<file path="src/rtl/vga_pixel_streamer.sv">
// -----------------------------------------------------------------------------
// vga_pixel_streamer
//
// Sits between the address_generator and a valid/ready VGA video sink.
// Every cycle with ag_ready=1 issues one frame-buffer address.  The
// start/end flags that came with that address travel down a RD_LAT-deep
// pipe so they meet the returning ram_q word.  The pixel is expanded from
// RGB444 to RGB101010 and pushed into a small show-ahead FIFO that drives
// the sink.  ag_ready is a credit: an address is only issued when a FIFO
// slot is guaranteed for its data, so sink backpressure never loses pixels.
//
// Ports
//   clk_25_vga  in   pixel clock, rising edge
//   rst_n       in   asynchronous active-low reset
//   ag_start    in   packet start flag, aligned with the presented address
//   ag_end      in   packet end flag, aligned with the presented address
//   ag_ready    out  address presented this cycle is issued
//   ram_q       in   {R,G,B} 4 bits each, valid RD_LAT cycles after issue
//   vid_data    out  {R,G,B} 10 bits each
//   vid_valid   out  vid_* holds a pixel
//   vid_sop     out  first pixel of packet
//   vid_eop     out  last pixel of packet
//   vid_ready   in   sink accepts on vid_valid & vid_ready
//   frame_err   out  sticky packet-length / framing error
//
// Optional feature: define VGA_STREAMER_CHECK_EN to build the packet-length
// checker that drives frame_err; otherwise frame_err is tied low.
// -----------------------------------------------------------------------------
module vga_pixel_streamer #(
  parameter int RD_LAT       = 1,
  parameter int FIFO_DEPTH   = 4,
  parameter int FRAME_PIXELS = 76800
) (
  input  logic        clk_25_vga,
  input  logic        rst_n,
  input  logic        ag_start,
  input  logic        ag_end,
  output logic        ag_ready,
  input  logic [11:0] ram_q,
  output logic [29:0] vid_data,
  output logic        vid_valid,
  output logic        vid_sop,
  output logic        vid_eop,
  input  logic        vid_ready,
  output logic        frame_err
);

  localparam int AW    = $clog2(FIFO_DEPTH);
  localparam int CW    = $clog2(FIFO_DEPTH) + 1;
  localparam int OCC_W = CW + 1;

  // Elaboration-time parameter sanity.
  if (RD_LAT < 1 || RD_LAT > 3) begin : g_bad_lat
    $error("vga_pixel_streamer: RD_LAT must be 1..3");
  end
  if (FIFO_DEPTH < RD_LAT + 1 || (FIFO_DEPTH & (FIFO_DEPTH - 1)) != 0) begin : g_bad_depth
    $error("vga_pixel_streamer: FIFO_DEPTH must be a power of 2 and >= RD_LAT+1");
  end
  if (FRAME_PIXELS < 1) begin : g_bad_frame
    $error("vga_pixel_streamer: FRAME_PIXELS must be positive");
  end

  typedef struct packed {
    logic [29:0] data;
    logic        sop;
    logic        eop;
  } pix_t;

  // 4-bit channel to 10 bits by bit replication: full scale maps to full scale.
  function automatic logic [9:0] expand(input logic [3:0] c);
    return {c, c, c[3:2]};
  endfunction

  // ---------------------------------------------------------------------------
  // Flag pipe: tracks which cycles carry an issued read and its packet flags.
  // ---------------------------------------------------------------------------
  logic [RD_LAT-1:0] vld_pipe_q, sop_pipe_q, eop_pipe_q;
  logic [CW-1:0]     count_q, count_d;
  logic [CW-1:0]     inflight_q, inflight_d;
  logic [AW-1:0]     wr_ptr_q, rd_ptr_q;
  logic [OCC_W-1:0]  occ;
  logic              issue, push, pop;
  pix_t              push_pix, head;
  pix_t              mem_q [FIFO_DEPTH];

  // Credit check: occupied slots plus reads already on their way must leave
  // room for the one being issued now.  Driven from registered counts only.
  always_comb begin
    occ      = {1'b0, count_q} + {1'b0, inflight_q};
    ag_ready = rst_n & (occ < OCC_W'(FIFO_DEPTH));
  end

  assign issue = ag_ready;
  assign push  = vld_pipe_q[RD_LAT-1];
  assign pop   = vid_valid & vid_ready;

  always_comb begin
    push_pix.data = {expand(ram_q[11:8]), expand(ram_q[7:4]), expand(ram_q[3:0])};
    push_pix.sop  = sop_pipe_q[RD_LAT-1];
    push_pix.eop  = eop_pipe_q[RD_LAT-1];
  end

  always_comb begin
    inflight_d = inflight_q + CW'(issue) - CW'(push);
    count_d    = count_q + CW'(push) - CW'(pop);
  end

  always_ff @(posedge clk_25_vga or negedge rst_n) begin
    if (!rst_n) begin
      vld_pipe_q <= '0;
      sop_pipe_q <= '0;
      eop_pipe_q <= '0;
      inflight_q <= '0;
      count_q    <= '0;
      wr_ptr_q   <= '0;
      rd_ptr_q   <= '0;
    end else begin
      vld_pipe_q[0] <= issue;
      sop_pipe_q[0] <= issue & ag_start;
      eop_pipe_q[0] <= issue & ag_end;
      for (int i = 1; i < RD_LAT; i++) begin
        vld_pipe_q[i] <= vld_pipe_q[i-1];
        sop_pipe_q[i] <= sop_pipe_q[i-1];
        eop_pipe_q[i] <= eop_pipe_q[i-1];
      end
      inflight_q <= inflight_d;
      count_q    <= count_d;
      if (push) wr_ptr_q <= wr_ptr_q + AW'(1);
      if (pop)  rd_ptr_q <= rd_ptr_q + AW'(1);
    end
  end

  // Storage needs no reset: the pointers/count decide what is visible.
  // A push into a full FIFO cannot happen; the credit rule forbids it.
  always_ff @(posedge clk_25_vga) begin
    if (push) mem_q[wr_ptr_q] <= push_pix;
  end

  // ---------------------------------------------------------------------------
  // Show-ahead output.  Head fields are masked so an empty FIFO (and reset)
  // presents all-zero outputs rather than stale storage.
  // ---------------------------------------------------------------------------
  assign head      = mem_q[rd_ptr_q];
  assign vid_valid = (count_q != '0);
  assign vid_data  = vid_valid ? head.data : 30'd0;
  assign vid_sop   = vid_valid & head.sop;
  assign vid_eop   = vid_valid & head.eop;

  // ---------------------------------------------------------------------------
  // Packet-length checker.
  // ---------------------------------------------------------------------------
`ifdef VGA_STREAMER_CHECK_EN
  logic [31:0] pix_cnt_q, pix_cnt_d;
  logic        pkt_open_q, err_q;

  // An accepted SOP restarts the count at this pixel.
  assign pix_cnt_d = vid_sop ? 32'd1 : pix_cnt_q + 32'd1;

  always_ff @(posedge clk_25_vga or negedge rst_n) begin
    if (!rst_n) begin
      pix_cnt_q  <= '0;
      pkt_open_q <= 1'b0;
      err_q      <= 1'b0;
    end else if (pop) begin
      pix_cnt_q <= pix_cnt_d;
      if (vid_sop && pkt_open_q)                         err_q <= 1'b1;
      if (vid_eop && pix_cnt_d != 32'(FRAME_PIXELS))     err_q <= 1'b1;
      if (vid_sop)      pkt_open_q <= ~vid_eop;
      else if (vid_eop) pkt_open_q <= 1'b0;
    end
  end

  assign frame_err = err_q;
`else
  assign frame_err = 1'b0;
`endif

endmodule

</file>
<file path="config.mk">
export PLATFORM = sky130hd
export DESIGN_NAME = vga_pixel_streamer
export DESIGN_NICKNAME = d
export VERILOG_FILES = /design/src/rtl/vga_pixel_streamer.sv
export SDC_FILE = /design/constraint.sdc
export NUM_CORES = 1
export LEC_CHECK = 0
export BUFFER_PORTS_ARGS = -buffer_cell sky130_fd_sc_hd__buf_2
export CAP_MARGIN = 20
export CORE_MARGIN = 4
export CORE_UTILIZATION = 30
export CTS_BUF_LIST = sky130_fd_sc_hd__clkbuf_16
export DETAILED_ROUTE_END_ITERATION = 8
export PLACE_DENSITY = 0.49
export SLEW_MARGIN = 40
export SYNTH_ARGS = -nofsm -noshare
export SYNTH_HDL_FRONTEND = slang
export SYNTH_SLANG_ARGS = --single-unit
</file>
<file path="constraint.sdc">
create_clock -name clk_25_vga -period 3.4 [get_ports clk_25_vga]
set_clock_uncertainty 0.2 [all_clocks]
set_input_delay 0.17 -clock clk_25_vga [delete_from_list [all_inputs] [get_ports clk_25_vga]]
set_output_delay 0.17 -clock clk_25_vga [all_outputs]
set_load 0.01 [all_outputs]
</file>
== Yosys cells after proc, flatten, opt, wreduce, memory -nomap -nowiden ==
Memories as Yosys holds them, arrays and structs flattened.
Cells that the tools add are included.

* Output and inout port bits: 35
* Input bits: 17
* Bits in registers: 13
* Bits in writable memories: 128
* Word-level logic and storage cells: 26
* Memories kept: 1

{| class="wikitable"
|+ Memories
! name !! depth !! width !! read ports !! clocked after Yosys merged registers in !! write ports !! RTL line !! source
|-
| mem_q || 4 || 32 || 1 || 0 || 1 || 84 || <nowiki>pix_t mem_q [FIFO_DEPTH];</nowiki>
|}

* Reduce and logical (&&, ||, !) cells: 1
* Order comparisons: 1
* Bitwise gates (word level): 6
* Muxes and demuxes: 3
* $add $sub $neg: 7

{| class="wikitable"
|+ Operators by type and width
! operator !! number
|-
| $mux 30 || 1
|-
| $add 3x1->3 || 2
|-
| $and 1x1->1 || 6
|-
| $sub 3x1->3 || 2
|-
| $add 2x1->2 const B || 2
|-
| $add 3x3->4 || 1
|-
| $lt 4x3->1 const B || 1
|-
| $reduce_bool 3->1 || 1
|-
| $mux 1 || 2
|}

== Depth between registers and ports, before layout ==
Gate-level depths: netlist (run 1).

* Word-level depth: 5
* Mapped depth: 9
* Gate-level depth less buffers: 9

== Worst setup path before layout (run 1) ==
Ideal clock, no wire load.

* Path kind: reg2reg
* Start: register count_q[2]
* End: register inflight_q[1]
* Path slack: 1.017 ns
* Buffers on the path: 0
* Arrival: 2.048 ns
* Required time: 3.065 ns
* Setup time: 0.135 ns
* Cell stages (with the launch flop): 6
* Cell sequence: dfrtp_1 > ha_1 > or4b_1 > nor2_1 > ha_1 > fa_1

* Word-level cells in the longest chain between the ends: 5

{| class="wikitable"
|+ RTL lines
! item !! RTL line !! source
|-
| start: declaration || 78 || <nowiki>logic [CW-1:0] count_q, count_d;</nowiki>
|-
| start signal: assignment || 127 || <nowiki>count_q <= count_d;</nowiki>
|-
| $add 3x3->4 || 89 || <nowiki>occ = {1'b0, count_q} + {1'b0, inflight_q};</nowiki>
|-
| $lt 4x3->1 || 90 || <nowiki>ag_ready = rst_n & (occ < OCC_W'(FIFO_DEPTH));</nowiki>
|-
| $and 1x1->1 || 90 ||
|-
| via ag_ready || 38 || <nowiki>output logic ag_ready,</nowiki>
|-
| $add 3x1->3 || 104 || <nowiki>inflight_d = inflight_q + CW'(issue) - CW'(push);</nowiki>
|-
| $sub 3x1->3 || 104 ||
|-
| via inflight_d[1] || 79 || <nowiki>logic [CW-1:0] inflight_q, inflight_d;</nowiki>
|-
| end signal: assignment || 126 || <nowiki>inflight_q <= inflight_d;</nowiki>
|-
| end: declaration || 79 ||
|}

The timed path passes the listed nets, and every way through them passes these cells.
A chain may end at the register's enable or synchronous reset.

== Worst setup path after layout (run 1) ==
* Start: register rd_ptr_q[0]
* End: output vid_data[1]

* Word-level cells in the longest chain between the ends: 2

{| class="wikitable"
|+ RTL lines
! item !! RTL line !! source
|-
| start: declaration || 80 || <nowiki>logic [AW-1:0] wr_ptr_q, rd_ptr_q;</nowiki>
|-
| start signal: assignment || 129 || <nowiki>if (pop) rd_ptr_q <= rd_ptr_q + AW'(1);</nowiki>
|-
| $mem_v2 4x32 || - ||
|-
| $mux 30 || 145 || <nowiki>assign vid_data = vid_valid ? head.data : 30'd0;</nowiki>
|-
| end: declaration || 40 || <nowiki>output logic [29:0] vid_data,</nowiki>
|}

No other way between the ends.

==> qor.yml, run 1 <==
cells_and_area:
  fin_area_um2: 3660
  multiInputGateArea_um2: 747
  antenna_cells: 0
  syn2layout_area_growth_pct: 22.9
  sequential_cell_area_um2: 2010
  drive_gt1_share_pct: 32.0
  fillCellCount: 921
  nets: 249
placement:
  placed_area_um2: 3220
  port_buffers: 50
  gp_congestion: 0.734
  dpl.hpwl_um: 3240
cts:
  clk_path_buf_depth: 2
  cts_resized: 0
  cts_tree: "built"
  htreeDepth: 3
  post_cts_buffers: 0
  cts_hold_buf: 16
  cts_sinks: 69
  insertion_delay_ps: 320
  cts_buffers: 9
  path_clk_slew_ps: 60
  clock-root-buffer: "clkbuf_16"
global_routing:
  track_usage_pct: 8.89
  grt_pass1_vias: 1490
  grt_start_max_net_pins: 16
  grt_pass1_wl_um: 7460
  antenna_found_initial: 0
  grt_overflow: 0
setup_path:
  ff2ff_path_depth: 9
  crit_path_start: "rd_ptr_q[0]"
  path_buf_inv: 2
  timing.rr.start: "count_q[1]"
  cp_slowest_cell: "mux4_1"
  cp.depth: 4
  end_kind: "output pin"
  crit_family: "multiplexers"
  r2r_slack_ps: 1000
  crit_fanout: 12
  cp.arrival_ps: 2050
  crit_type: "reg2out"
  r2r-end: "count_q[2]"
  critPathRequiredTime_ps: 3030
  cpPeakStageDelay_ps: 600
  startpoint_type: "flip-flop"
  crit_chain: "buf_4 > mux4_1 > and2_1 > buf_2"
route:
  drc: 0
  post_drt_wl_per_cell_um: 13.5
  wl_um: 4840
  drt_iter0_markers: 42
  vias: 1486
  first_pass_iters: 4
  detail-route-antenna-nets: 0
  viasPerCell: 4.15
synth:
  syn_area_um2: 2980
  syn_area_per_cell_um2: 18.0
  ys_warn_count: 0
  synth.net_count: 194
  ys.flop_type: "edfxtp_1"
  async_flop_share_pct: 18.8
  ys_seq_area_share_pct: 67.4
  ys_types: 25
  ys_ff_latch: 69
  synthCells: 165
  synth_edf_count: 56
status:
  status: "completed"
sta:
  tns_ps: 0
  report.final.slew_viol_count: 0
  post-route-period-util_pct: 71.1
  max_freq_mhz: 414
  setup_viol: 0
  finalCriticalPeriod_ps: 2420
  slew_headroom_pct: 49.5
  grt_setup_unrepaired: "false"
  hold_viol: 0
  worstMarginPinSlew_ps: 757
floorplan:
  dieArea_um2: 11600
  core.rowCount: 36
  ioPinCount: 52
  die_h_um: 108
  coreArea_um2: 9730
  die_w_um: 108
  initial_utilization_pct: 30.6
worst_hold_path:
  hold_class: "in2async"
job:
  max-cap-violations: 0
pwr:
  p_leak_uw: 0.00143
  ir_drop_mv: 0.473
  powerDensity_nw_per_um2: 884
cells in the final DEF (no fill, tap or decap), types with 6 or more instances in the layout:
| cell | instances |
|---|---|
| and2_1 | 18 |
| buf_2 | 50 |
| clkbuf_16 | 10 |
| dfrtp_1 | 13 |
| dlygate4sd3_1 | 16 |
| edfxtp_1 | 56 |
| ha_1 | 10 |
| inv_1 | 14 |
| mux4_1 | 6 |
| mux4_2 | 8 |
| xnor2_1 | 6 |
layer usage:
layer | wire length (µm) | global-route usage (%) | vias to the layer above | share of wire (%)
li1 | - | - | 703 | -
met1 | 1960 | 10.0 | 735 | 40
met2 | 2540 | 15.1 | 43 | 52
met3 | 280 | 3.48 | 5 | 5.8
met4 | 67 | 3.52 | 0 | 1.4
met5 | 0 | 0 | - | 0
stage by stage:
step                total power [µW]  utilization [%]  cells  hold slack (ps)  setup slack (ps)
detailed placement              2450             33.1    326             -116               990
global placement                2450             33.1    326             -115              1030
global route                    3470             37.6    358              104               819
floorplan                       2230                -    165             -326              1020
finish                          3240             37.6    358             61.9               983
CTS                             3300             37.6    358             65.6               922
flip-flops by register name (all words and copies together) (netlist names):
signal / cells
inflight_q: 3
eop_pipe_q: 1
mem_q: 56
rd_ptr_q: 2
wr_ptr_q: 2
push: 1
count_q: 3
sop_pipe_q: 1
Yosys cell counts (all sizes together) (2+ instances only):
| master | n | area (µm²) |
|---|---|---|
| dfrtp | 13 | 325 |
| xnor2 | 6 | 52.6 |
| and2 | 18 | 113 |
| fa | 2 | 40.0 |
| mux4 | 14 | 338 |
| ha | 10 | 125 |
| buf | 22 | 179 |
| nor3b | 2 | 15.0 |
| edfxtp | 56 | 1680 |
| inv | 11 | 41.3 |
kinds of logic (layout without fill, tap and decap cells):
family | count (synthesis) | after routing | share of synthesized area, %
XOR/XNOR | 7 | 7 | 2.06
AND/OR/NAND/NOR | 25 | 25 | 5.29
AO/OA/AOI/OAI | 3 | 3 | 0.714
flip-flops | 69 | 69 | 67.4
buffers and inverters | 34 | 94 | 7.52
other | 1 | 1 | 0.126
adder cells (fa/ha/maj) | 12 | 12 | 5.55
multiplexers | 14 | 14 | 11.3
area by class of cell:
class                      instances  share of cell area [%]
clock inverter                     6                   0.821
multi-input combinational         62                    20.4
timing repair buffer              67                    11.4
sequential                        69                    54.8
inverter                          11                    1.13
clock buffer                      10                    6.84
tap                              133                    4.55
power breakdown:
part	switching (µW)	internal, µW
clock network	301	527
registers	140	1110
logic	587	575
total	1030	2210
how the worst max path moves through the flow:
stage | slack, ps | endpoint
2_1_floorplan | 1020 | inflight_q[1]
3_3_place_gp | 1030 | inflight_q[1]
3_5_place_dp | 990 | count_q[2]
4_1_cts | 920 | vid_data[1]
5_1_grt | 820 | count_q[2]
6_report | 980 | vid_data[1]
(Power assumes the default switching activity.)
==> inputs of run 2 (changes only) <==
Settings changed: PLACE_DENSITY 0.49 to 0.51.
Clock period 3.4 ns to 2 ns, I/O delays scaled along.
==> qor.yml, run 2 (synthesis results as in run 1) <==
placement:
  placed_area_um2: 3400
  port_buffers: 50
  gp_congestion: 0.699
  dpl.hpwl_um: 3610
worst_hold_path:
  hold_class: "in2async"
cts:
  path_clk_slew_ps: 60
  cts_buffers: 9
  cts_tree: "built"
  htreeDepth: 3
  insertion_delay_ps: 330
  cts_sinks: 69
  clk_path_buf_depth: 2
  clock-root-buffer: "clkbuf_16"
route:
  wl_um: 5430
  first_pass_iters: 2
  detail-route-antenna-nets: 0
  viasPerCell: 4.17
  drc: 0
  post_drt_wl_per_cell_um: 14.3
  drt_iter0_markers: 23
  vias: 1590
cells_and_area:
  fin_area_um2: 3960
  antenna_cells: 0
  reg_top3: "mem_q x56, count_q x3, inflight_q x3"
  registers.top_by_ff_count: "mem_q"
  nets: 272
  syn2layout_area_growth_pct: 32.9
  fillCellCount: 938
  drive_gt1_share_pct: 44.4
  final_core_util_pct: 40.7
  final_common_cell: "edfxtp_1"
  largest_reg_flops: 56
  final_cell_mix: "56 x edfxtp_1, 48 x buf_2, 19 x buf_4"
setup_path:
  crit_fanout: 4
  startpoint_type: "flip-flop"
  r2r-end: "inflight_q[1]"
  timing.rr.start: "count_q[2]"
  ff2ff_path_depth: 5
  critPathRequiredTime_ps: 2010
  cp.arrival_ps: 2260
  end_kind: "flip-flop"
  r2r_slack_ps: -260
  crit_path_start: "count_q[2]"
  crit_type: "reg2reg"
floorplan:
  dieArea_um2: 11600
  die_w_um: 108
  core.rowCount: 36
  coreArea_um2: 9730
  initial_utilization_pct: 30.6
  die_h_um: 108
  ioPinCount: 52
global_routing:
  grt_busiest_layer: "met2"
  use_met2_pct: 17.8
  grt_start_max_net_pins: 16
  antenna_found_initial: 0
  grt_overflow: 0
  grt_pass1_wl_um: 8830
  grtUsageMet3_pct: 3.00
  grt_pass1_vias: 1748
  grt_use_met1_pct: 11.9
  track_usage_pct: 10.4
sta:
  tns_ps: -4510
  grt_setup_unrepaired: "true"
  hold_slack_ps: 46.4
  post-route-period-util_pct: 113
  setup_viol: 37
  max_freq_mhz: 443
  timing.final.ws_setup_ps: -255
  finalCriticalPeriod_ps: 2260
  report.final.slew_viol_count: 0
  hold_viol: 0
pwr:
  ir_drop_mv: 0.690
  powerDensity_nw_per_um2: 1560
  p_leak_uw: 0.00155
status:
  violations: "setup timing"
  status: "finished with violations"
job:
  max-cap-violations: 0
[run 2: worst max-delay path: stages, from the launching register on]
cell     delay [ps]
dfrtp_2         450
ha_4            220
or4b_4          550
nor2_4          160
ha_4            140
fa_1            400
[run 2: area by class of cell]
class / count / area (µm²) / area share (%)
Clock buffer: 9 / 225 / 5.69
Clock inverter: 7 / 50.0 / 1.26
Inverter: 11 / 41.3 / 1.04
Multi-Input combinational cell: 62 / 811 / 20.5
Sequential cell: 69 / 2010 / 50.8
Tap cell: 133 / 166 / 4.20
Timing Repair Buffer: 90 / 656 / 16.6
[run 2: how the worst max path moves through the flow]
stage                    endpoint  slack (ps)  cells past startpoint
floorplan           inflight_q[1]        -240                      5
global placement    inflight_q[1]        -200                      5
detailed placement     count_q[2]        -290                      9
CTS                 inflight_q[1]        -260                      5
global route           count_q[2]        -360                      9
finish              inflight_q[1]        -260                      5
[run 2: stage by stage]
step	power, µW	instances	setup slack [ps]
after global routing	6630	381	-355
after floorplan	3840	165	-236
final	6170	381	-255
after CTS	6220	380	-261
after detailed placement	4510	345	-295
after global placement	4460	345	-201
[run 2: per-layer routing]
layer | part of all wire (%) | wire length [µm]
met1 | 44 | 2370
met2 | 50 | 2710
met3 | 4.4 | 238
met4 | 2.0 | 108
met5 | 0 | 0
[run 2: repair_timing]
item,4_1_cts,5_1_grt
pin swaps,0,5
endpoints found under the setup margin,38,37
cloned,1,0
resized for setup,10,5
setup buffers,2,1
hold endpoints to repair,65,0
hold buffers,16,0
[run 2: power by group]
part	switching (µW)	leakage [µW]	total [µW]	internal, µW
clock network	607	0.000128	1450	842
logic	1250	0.000757	2680	1420
registers	164	0.000662	2040	1880
total	2020	0.00155	6170	4150
==> inputs of run 3 (changes only) <==
--- a/config.mk
+++ b/config.mk
@@ -14,2 +14,3 @@
 export PLACE_DENSITY = 0.51
+export SETUP_SLACK_MARGIN = 0.1
 export SLEW_MARGIN = 40
==> constraint.sdc (replaced) <==
create_clock -name clk_25_vga -period 2 [get_ports clk_25_vga]
set_clock_uncertainty 0.2 [all_clocks]
set_input_delay 0.4 -clock clk_25_vga [delete_from_list [all_inputs] [get_ports clk_25_vga]]
set_output_delay 0.4 -clock clk_25_vga [all_outputs]
set_load 0.01 [all_outputs]
==> qor.yml, run 3 (synthesis results as in run 1) <==
status:
  status: "finished with violations"
  violations: "setup timing"
floorplan:
  coreArea_um2: 9730
  initial_utilization_pct: 30.6
  die_w_um: 108
  die_h_um: 108
  ioPinCount: 52
  core.rowCount: 36
  dieArea_um2: 11600
placement:
  dpl.hpwl_um: 3440
  gp_congestion: 0.673
  dp_slack_ps: -250
  port_buffers: 50
setup_path:
  crit_path_start: "count_q[2]"
  startpoint_type: "flip-flop"
  cp.arrival_ps: 1830
  end_kind: "output pin"
  cp_slowest_cell: "dfrtp_1"
  r2r-end: "inflight_q[1]"
  cp.depth: 6
  cpPeakStageDelay_ps: 410
  r2r_slack_ps: -280
  ff2ff_path_depth: 6
  path_buf_inv: 4
  crit_type: "reg2out"
  cpMostUsedCell: "buf_4"
  critPathRequiredTime_ps: 1400
  crit_chain: "buf_4 > buf_4 > or3_4 > buf_8 > and2_4 > buf_2"
  critPathCapture: "vid_data[8]"
  crit_fanout: 8
  crit_family: "buffers and inverters"
  timing.rr.start: "count_q[2]"
cells_and_area:
  fillCellCount: 942
  reg_top3: "mem_q x56, count_q x3, inflight_q x3"
  final_core_util_pct: 39.6
  drive_gt1_share_pct: 51.9
  registers.top_by_ff_count: "mem_q"
  nets: 260
  multiInputGateArea_um2: 840
  antenna_cells: 0
  sequential_cell_area_um2: 2010
  final_cell_mix: "56 x edfxtp_1, 49 x buf_2, 22 x buf_4"
  final_common_cell: "edfxtp_1"
  largest_reg_flops: 56
  syn2layout_area_growth_pct: 29.5
cts:
  htreeDepth: 3
  cts_tree: "built"
  clock-root-buffer: "clkbuf_16"
  insertion_delay_ps: 320
  clk_path_buf_depth: 2
  cts_buffers: 9
  cts_sinks: 69
  path_clk_slew_ps: 50
global_routing:
  grt_pass1_wl_um: 8290
  grt_overflow: 0
  track_usage_pct: 9.85
  grt_pass1_vias: 1573
  grt_start_max_net_pins: 15
  antenna_found_initial: 0
sta:
  post-route-period-util_pct: 121
  timing.final.ws_setup_ps: -428
  grt_setup_unrepaired: "true"
  report.final.slew_viol_count: 0
  setup_viol: 38
  hold_viol: 0
  max_freq_mhz: 412
  finalCriticalPeriod_ps: 2430
route:
  wl_um: 5250
  drc: 0
  post_drt_wl_per_cell_um: 14.3
  detail-route-antenna-nets: 0
  drt_iter0_markers: 39
  viasPerCell: 4.13
  first_pass_iters: 4
  vias: 1520
job:
  max-cap-violations: 0
worst_hold_path:
  hold_class: "in2reg"
pwr:
  ir_drop_mv: 0.744
  powerDensity_nw_per_um2: 1650
  p_leak_uw: 0.00154
[run 3: cell count changes in the layout (fill, tap and decap cells not counted), sizes merged]
cell         change
buf              +3
bufinv           +1
dlygate4sd3     -15
clkinv           +2
clkinvlp         -2
inv              -2
[run 3: through the flow]
stage	cell area, µm²	total power [µW]	setup TNS, ps	instances	hold slack, ps
floorplan	3070	4130	-675	165	-95.6
global placement	3440	4640	-1190	346	172
detailed placement	3440	4650	-1390	346	169
CTS	3810	6350	-15040	366	70.5
global route	3850	6790	-17210	368	80.8
finish	3850	6340	-14750	368	85.9
[run 3: layout make-up]
class                      instances  area share [%]
timing repair buffer              78            13.2
inverter                          11            1.07
sequential                        69            52.1
clock inverter                     6            1.69
clock buffer                       9            5.84
tap                              133            4.32
multi-input combinational         62            21.8
[run 3: how the worst min path moves through the flow]
stage / start / cells after the start / end / slack, ps
floorplan: rst_n / 0 / count_q[0] / -100
global placement: rst_n / 2 / wr_ptr_q[0] / 170
detailed placement: rst_n / 2 / wr_ptr_q[0] / 170
CTS: ram_q[0] / 1 / mem_q[0][8] / 70
global route: ram_q[11] / 1 / mem_q[1][27] / 80
finish: ram_q[0] / 1 / mem_q[0][8] / 90
[run 3: per-layer routing]
layer  part of all wire, %  global-route usage [%]  vias to the layer above
li1                      -                       -                      722
met1                    42                    11.4                      749
met2                    51                    16.5                       43
met3                   5.8                    4.08                        6
met4                   1.2                    3.25                        0
met5                     0                       0                        -
[run 3: repair_timing]
item	CTS	global route
pin swaps	3	5
hold buffers	1	0
setup buffers	3	2
setup endpoints to repair	38	40
gates cloned	1	0
resized for setup	10	5
hold endpoints to repair	13	0
[run 3: power breakdown]
part / internal, µW / switching, µW
clock network: 956 / 561
logic: 1530 / 1280
registers: 1880 / 139
total: 4370 / 1980
